### src/rtl/aes_sbox_pkg.sv
`default_nettype none
// ============================================================================
// Module : aes_sbox_pkg
// Brief  : Shared types, sizes and GF(2^8) helpers for the shared S-box lanes
// Rev    : 1.0  initial release
// ============================================================================
package aes_sbox_pkg;

  localparam int BYTES_PER_BLOCK = 16;
  localparam int BYTES_PER_WORD  = 4;

  typedef enum logic [1:0] {
    IDLE = 2'd0,
    RUN  = 2'd1,
    DONE = 2'd2
  } state_t;

  typedef enum logic {
    OWN_ST = 1'b0,
    OWN_KW = 1'b1
  } owner_t;

  function automatic logic [7:0] xtime(input logic [7:0] a);
    return {a[6:0], 1'b0} ^ (a[7] ? 8'h1b : 8'h00);
  endfunction

  function automatic logic [7:0] gf_mul(input logic [7:0] a, input logic [7:0] b);
    logic [7:0] p;
    logic [7:0] s;
    p = 8'h00;
    s = a;
    for (int i = 0; i < 8; i++) begin
      if (b[i]) p = p ^ s;
      s = xtime(s);
    end
    return p;
  endfunction

  // Multiplicative inverse as x^254 (maps 0 to 0, as the S-box requires).
  function automatic logic [7:0] gf_inv(input logic [7:0] x);
    logic [7:0] r;
    logic [7:0] sq;
    logic [7:0] e;
    r  = 8'h01;
    sq = x;
    e  = 8'hfe;
    for (int i = 0; i < 8; i++) begin
      if (e[i]) r = gf_mul(r, sq);
      sq = gf_mul(sq, sq);
    end
    return r;
  endfunction

  function automatic logic [7:0] rotl8(input logic [7:0] x, input int n);
    return (x << n) | (x >> (8 - n));
  endfunction

  function automatic logic [7:0] affine_fwd(input logic [7:0] a);
    return a ^ rotl8(a, 1) ^ rotl8(a, 2) ^ rotl8(a, 3) ^ rotl8(a, 4) ^ 8'h63;
  endfunction

  function automatic logic [7:0] affine_inv(input logic [7:0] b);
    return rotl8(b, 1) ^ rotl8(b, 3) ^ rotl8(b, 6) ^ 8'h05;
  endfunction

endpackage
`default_nettype wire

### src/rtl/sbox_inv_lut.sv
`default_nettype none
// ============================================================================
// Module : sbox_inv_lut
// Brief  : Combined forward/inverse AES S-box lane sharing one GF inverter
// Rev    : 1.0  initial release
// ============================================================================
module sbox_inv_lut
  import aes_sbox_pkg::*;
(
  input  logic       encrypt,
  input  logic [7:0] byte_in,
  output logic [7:0] byte_out
);

  logic [7:0] w_pre;
  logic [7:0] w_inv;

  always_comb begin
    w_pre    = encrypt ? byte_in : affine_inv(byte_in);
    w_inv    = gf_inv(w_pre);
    byte_out = encrypt ? affine_fwd(w_inv) : w_inv;
  end

endmodule
`default_nettype wire

### src/rtl/sbox_share_sched.sv
`default_nettype none
// ============================================================================
// Module : sbox_share_sched
// Brief  : Time-shares NUM_SBOX S-box lanes between cipher state and key word
// Rev    : 1.0  initial release
// ============================================================================
module sbox_share_sched
  import aes_sbox_pkg::*;
#(
  parameter int NUM_SBOX = 4
) (
  input  logic         clk,
  input  logic         reset,
  input  logic         st_req_valid,
  output logic         st_req_ready,
  input  logic         st_encrypt,
  input  logic [127:0] st_data,
  output logic         st_rsp_valid,
  input  logic         st_rsp_ready,
  output logic [127:0] st_rsp_data,
  input  logic         kw_req_valid,
  output logic         kw_req_ready,
  input  logic [31:0]  kw_data,
  output logic         kw_rsp_valid,
  input  logic         kw_rsp_ready,
  output logic [31:0]  kw_rsp_data,
  output logic         busy
);

  localparam int c_st_passes = BYTES_PER_BLOCK / NUM_SBOX;
  localparam int c_kw_passes = (NUM_SBOX >= BYTES_PER_WORD) ? 1 : BYTES_PER_WORD / NUM_SBOX;
  localparam logic [4:0] c_st_last = 5'(c_st_passes - 1);
  localparam logic [4:0] c_kw_last = 5'(c_kw_passes - 1);

  generate
    if (NUM_SBOX != 1 && NUM_SBOX != 2 && NUM_SBOX != 4 &&
        NUM_SBOX != 8 && NUM_SBOX != 16) begin : g_bad_num_sbox
      $error("sbox_share_sched: NUM_SBOX must be 1, 2, 4, 8 or 16");
    end
  endgenerate

  state_t       r_state;
  state_t       w_state_next;
  owner_t       r_owner;
  owner_t       r_last_grant;
  logic         r_encrypt;
  logic [4:0]   r_pass_cnt;
  logic [127:0] r_st_data;
  logic [127:0] r_st_res;
  logic [31:0]  r_kw_data;
  logic [31:0]  r_kw_res;

  logic         w_grant_st;
  logic         w_grant_kw;
  logic         w_last_pass;
  logic         w_rsp_hs;

  logic [4:0]   w_idx      [NUM_SBOX];
  logic         w_lane_act [NUM_SBOX];
  logic [7:0]   w_lane_in  [NUM_SBOX];
  logic [7:0]   w_lane_out [NUM_SBOX];

  // Round-robin: on a tie the requester that did not win last time gets ready.
  always_comb begin
    w_grant_st  = st_req_valid && (!kw_req_valid || (r_last_grant == OWN_KW));
    w_grant_kw  = kw_req_valid && (!st_req_valid || (r_last_grant == OWN_ST));
    w_last_pass = (r_owner == OWN_ST) ? (r_pass_cnt == c_st_last)
                                      : (r_pass_cnt == c_kw_last);
    w_rsp_hs    = (r_state == DONE) &&
                  ((r_owner == OWN_ST) ? st_rsp_ready : kw_rsp_ready);
  end

  // FSM: state register
  always_ff @(posedge clk) begin
    if (reset) begin
      r_state <= IDLE;
    end else begin
      r_state <= w_state_next;
    end
  end

  // FSM: next state
  always_comb begin
    w_state_next = r_state;
    case (r_state)
      IDLE:    if (st_req_ready || kw_req_ready) w_state_next = RUN;
      RUN:     if (w_last_pass) w_state_next = DONE;
      DONE:    if (w_rsp_hs) w_state_next = IDLE;
      default: w_state_next = IDLE;
    endcase
  end

  // FSM: outputs
  always_comb begin
    st_req_ready = !reset && (r_state == IDLE) && w_grant_st;
    kw_req_ready = !reset && (r_state == IDLE) && w_grant_kw;
    st_rsp_valid = (r_state == DONE) && (r_owner == OWN_ST);
    kw_rsp_valid = (r_state == DONE) && (r_owner == OWN_KW);
    busy         = (r_state != IDLE);
  end

  assign st_rsp_data = r_st_res;
  assign kw_rsp_data = r_kw_res;

  // Byte-select: lane l handles byte pass_cnt*NUM_SBOX+l; idle lanes see zero.
  always_comb begin
    for (int l = 0; l < NUM_SBOX; l++) begin
      w_idx[l]      = r_pass_cnt * 5'(NUM_SBOX) + 5'(l);
      w_lane_act[l] = 1'b0;
      w_lane_in[l]  = 8'h00;
      if (r_state == RUN) begin
        if (r_owner == OWN_ST) begin
          w_lane_act[l] = 1'b1;
          w_lane_in[l]  = r_st_data[{w_idx[l][3:0], 3'b000} +: 8];
        end else if (w_idx[l] < 5'(BYTES_PER_WORD)) begin
          w_lane_act[l] = 1'b1;
          w_lane_in[l]  = r_kw_data[{w_idx[l][1:0], 3'b000} +: 8];
        end
      end
    end
  end

  generate
    for (genvar l = 0; l < NUM_SBOX; l++) begin : g_lane
      sbox_inv_lut u_sbox (
        .encrypt  (r_encrypt),
        .byte_in  (w_lane_in[l]),
        .byte_out (w_lane_out[l])
      );
    end
  endgenerate

  always_ff @(posedge clk) begin
    if (reset) begin
      r_owner      <= OWN_ST;
      r_last_grant <= OWN_KW;
      r_encrypt    <= 1'b1;
      r_pass_cnt   <= 5'd0;
      r_st_data    <= 128'd0;
      r_st_res     <= 128'd0;
      r_kw_data    <= 32'd0;
      r_kw_res     <= 32'd0;
    end else begin
      if (st_req_ready) begin
        r_st_data  <= st_data;
        r_owner    <= OWN_ST;
        r_encrypt  <= st_encrypt;
        r_pass_cnt <= 5'd0;
      end else if (kw_req_ready) begin
        r_kw_data  <= kw_data;
        r_owner    <= OWN_KW;
        r_encrypt  <= 1'b1;
        r_pass_cnt <= 5'd0;
      end

      if (r_state == RUN) begin
        r_pass_cnt <= r_pass_cnt + 5'd1;
        for (int l = 0; l < NUM_SBOX; l++) begin
          if (w_lane_act[l]) begin
            if (r_owner == OWN_ST) begin
              r_st_res[{w_idx[l][3:0], 3'b000} +: 8] <= w_lane_out[l];
            end else begin
              r_kw_res[{w_idx[l][1:0], 3'b000} +: 8] <= w_lane_out[l];
            end
          end
        end
      end

      if (w_rsp_hs) begin
        r_last_grant <= r_owner;
      end
    end
  end

endmodule
`default_nettype wire

### config.mk
export PLATFORM = sky130hd
export DESIGN_NAME = sbox_share_sched
export DESIGN_NICKNAME = d
export VERILOG_FILES = /design/src/rtl/aes_sbox_pkg.sv /design/src/rtl/sbox_inv_lut.sv /design/src/rtl/sbox_share_sched.sv
export SDC_FILE = /design/constraint.sdc
export NUM_CORES = 2
export LEC_CHECK = 0
export ABC_CLOCK_PERIOD_IN_PS = 26100
export CAP_MARGIN = 20
export CORE_AREA = 2 2 298 359
export DETAILED_ROUTE_END_ITERATION = 10
export DIE_AREA = 0 0 300 361
export HOLD_SLACK_MARGIN = 0.08
export PLACE_DENSITY_LB_ADDON = 0.08
export SLEW_MARGIN = 10
export SYNTH_ARGS = -nofsm -noshare
export SYNTH_HDL_FRONTEND = slang
export SYNTH_SLANG_ARGS = --single-unit
### constraint.sdc
create_clock -name clk -period 26.1 [get_ports clk]
set_input_delay 2.61 -clock clk [delete_from_list [all_inputs] [get_ports clk]]
set_output_delay 2.61 -clock clk [all_outputs]
set_load 0.02 [all_outputs]
==> results.json <==
{
  "die_x_um": 300,
  "r2r_setup_slack_ps": 2500,
  "nNetsFinal": 9295,
  "rsz0062_at_grt": "no",
  "cp_num_buf_inv": 6,
  "wl_per_cell_um": 19.5,
  "timing.setup.tns_ps": 0,
  "maxSlewViolCount": 0,
  "crit_type": "flip-flop to flip-flop",
  "drc_errors": 0,
  "async_reset_ff_frac": 0,
  "track_usage": 0.361,
  "start_util": 0.637,
  "synth_top_flop_cell": "dfxtp_1",
  "fmax_mhz": 42.4,
  "maxCapViolCount": 0,
  "hold_buffers": 0,
  "status": "completed",
  "min_path_type": "flip-flop to flip-flop",
  "hold_depth": 2,
  "clk_pin_slew_ps": 70,
  "coreArea_mm2": 0.104,
  "cpPeakStageDelay_ps": 960,
  "min_to": "kw_rsp_data[21]",
  "final_util": 0.694,
  "worst_slew_pin_slew_ps": 1150,
  "setup_viol": 0,
  "syn_inst": 9099,
  "cts_resized": 0,
  "netlist_area_mm2": 0.0666,
  "ys_seq_elements": 330,
  "r2r_start": "r_pass_cnt[0]",
  "grt_max_degree": 92,
  "clock_latency_ps": 590,
  "grt-ovfl-total": 0,
  "synth.net_count": 9295,
  "postRouteWirelength_um": 205000,
  "drive_gt1_frac": 0.0784,
  "htree_levels": 1,
  "place_area_mm2": 0.0713,
  "dieArea_mm2": 0.108,
  "start_kind": "flip-flop",
  "gp_congestion": 0.935,
  "vias": 65032,
  "hold_violations": 0,
  "rr_worst_depth": 71,
  "port_buffers": 331,
  "drtPass1Iterations": 6,
  "cp_data_arrival_time_ps": 24090,
  "clock-skew-final_ps": 27.7,
  "cts_root_buffer": "clkbuf_16",
  "path_delay_family": "XOR/XNOR gates",
  "slew_headroom": 0.230,
  "dr.first_iter.drc_count": 6540,
  "post_cts_buffers": 0,
  "period_minus_slack_ps": 23600,
  "hold_ws_ps": 454,
  "clock_path_buffers": 3,
  "yosys_warnings": 0,
  "hp-start": "kw_rsp_data[21]",
  "slowest_stage": "a21oi_1",
  "top_level_ports": 332,
  "final_area_mm2": 0.0725,
  "syn_to_final_growth_pct": 8.90,
  "fin_crit_sh": 0.904,
  "cts_inserted_buffers": 29,
  "ant_nets": 0,
  "grt_pass1_vias": 60399,
  "place_hpwl_um": 151000,
  "grt_pass1_wl_um": 329000,
  "crit_path_end_kind": "flip-flop",
  "ys_types": 127,
  "synth-seq-area-share": 0.0993,
  "antenna_found_initial": 3,
  "die_h_um": 361,
  "tritoncts": "done",
  "crit_cells": 71,
  "cts_num_sinks": 330,
  "crit_fanout": 42,
  "post_drt_via_cell_ratio": 6.19,
  "synth_edf_count": 0,
  "synth.avg_cell_area_um2": 7.32,
  "cpMostUsedCell": "xnor2_1",
  "cp_data_required_time_ps": 26590,
  "r2r_end": "kw_rsp_data[28]",
  "crit_start": "r_pass_cnt[0]",
  "rows": 130
}
[final cells by class]
class	instances	area (um2)
inverters	111	419
diodes	3	7.51
clock buffers	37	817
repair buffers	579	5180
fillers	9030	31900
multi-input cells	8048	57400
well taps	1386	1730
clock inverters	17	312
flip-flops and latches	330	6610
[logic make-up after synthesis]
logic type / share of synthesized area
and+or+nand+nor: 0.221
xor gates and xnor gates: 0.393
AOI/OAI and AO/OA: 0.185
buffers and inverters: 0.0453
DFF: 0.0993
muxes: 0.0508
adders and majority gates: 0.00545
[registers in the layout (all words and copies together) (netlist names)]
| signal | count |
|---|---|
| kw_rsp_data | 32 |
| r_encrypt | 1 |
| r_kw_data | 32 |
| r_last_grant | 1 |
| r_owner | 1 |
| r_pass_cnt | 5 |
| r_st_data | 128 |
| r_state | 2 |
| st_rsp_data | 128 |
[cell usage after synthesis, types with 40 or more instances]
library cell,count,share of area
mux2i_1,206,0.031
a211oi_1,78,0.0088
a22o_1,104,0.014
mux2_2,40,0.0068
o211ai_1,78,0.0088
nand3_1,190,0.014
and2_1,47,0.0044
xnor2_1,1759,0.23
buf_1,52,0.0029
o21ai_0,386,0.029
nor2b_1,72,0.0068
and3_1,53,0.0050
nor2_1,1174,0.066
xor2_1,474,0.062
a31oi_1,71,0.0067
a21oi_1,449,0.034
nand3b_1,174,0.020
dfxtp_1,330,0.099
a22oi_1,67,0.0076
nand2b_1,62,0.0058
o21ai_1,63,0.0047
buf_2,112,0.0084
clkbuf_1,408,0.023
or3_1,42,0.0039
inv_1,87,0.0049
nand2_1,1205,0.068
xnor3_1,136,0.046
o22ai_1,115,0.011
nor3_1,173,0.013
xnor2_2,106,0.026
[worst max-delay path by stage]
stage                                  to  slack (ps)
after floorplan           st_rsp_data[31]        7900
after global placement    kw_rsp_data[28]        3440
after detailed placement  kw_rsp_data[28]        2930
after CTS                 kw_rsp_data[28]        2840
after global routing      kw_rsp_data[28]         990
final                     kw_rsp_data[28]        2500
[cells in the final DEF, fill, tap and decap left out, types with 72 or more instances in the layout]
master,instances
xnor2_1,1717
nand2_1,1204
nor2_1,1173
xor2_1,461
a21oi_1,445
o21ai_0,386
clkdlybuf4s50_1,330
dfxtp_1,327
buf_4,247
mux2i_1,205
nand3_1,189
nand3b_1,174
nor3_1,172
xnor2_2,148
xnor3_1,136
o22ai_1,115
a22o_1,104
inv_1,85
o211ai_1,78
a211oi_1,78
nor2b_1,72
[per-layer routing]
layer | global-route usage | vias up | share of wire
li1 | - | 31135 | -
met1 | 0.474 | 30768 | 0.42
met2 | 0.621 | 2716 | 0.48
met3 | 0.0291 | 413 | 0.070
met4 | 0.125 | 0 | 0.038
met5 | 0 | - | 0
[worst register-to-register path, delay by kind of cell (launching register included)]
| family | cells | cell delay [ps] |
|---|---|---|
| mux | 6 | 1970 |
| compound gates | 15 | 4620 |
| simple gates | 15 | 4570 |
| flops | 1 | 310 |
| xor+xnor | 26 | 8430 |
| fa+ha+maj | 3 | 1500 |
| buf+inv | 6 | 2100 |
[stage by stage]
step / instances / worst slack [ps]
2_1_floorplan: 9099 / 7900
3_3_place_gp: 10450 / 3440
3_5_place_dp: 10451 / 2930
4_1_cts: 10505 / 2840
5_1_grt: 10511 / 988
6_report: 10511 / 2500
Power is not shown: default switching activity piles up to over one toggle a cycle in this logic, so the estimate is an artifact.
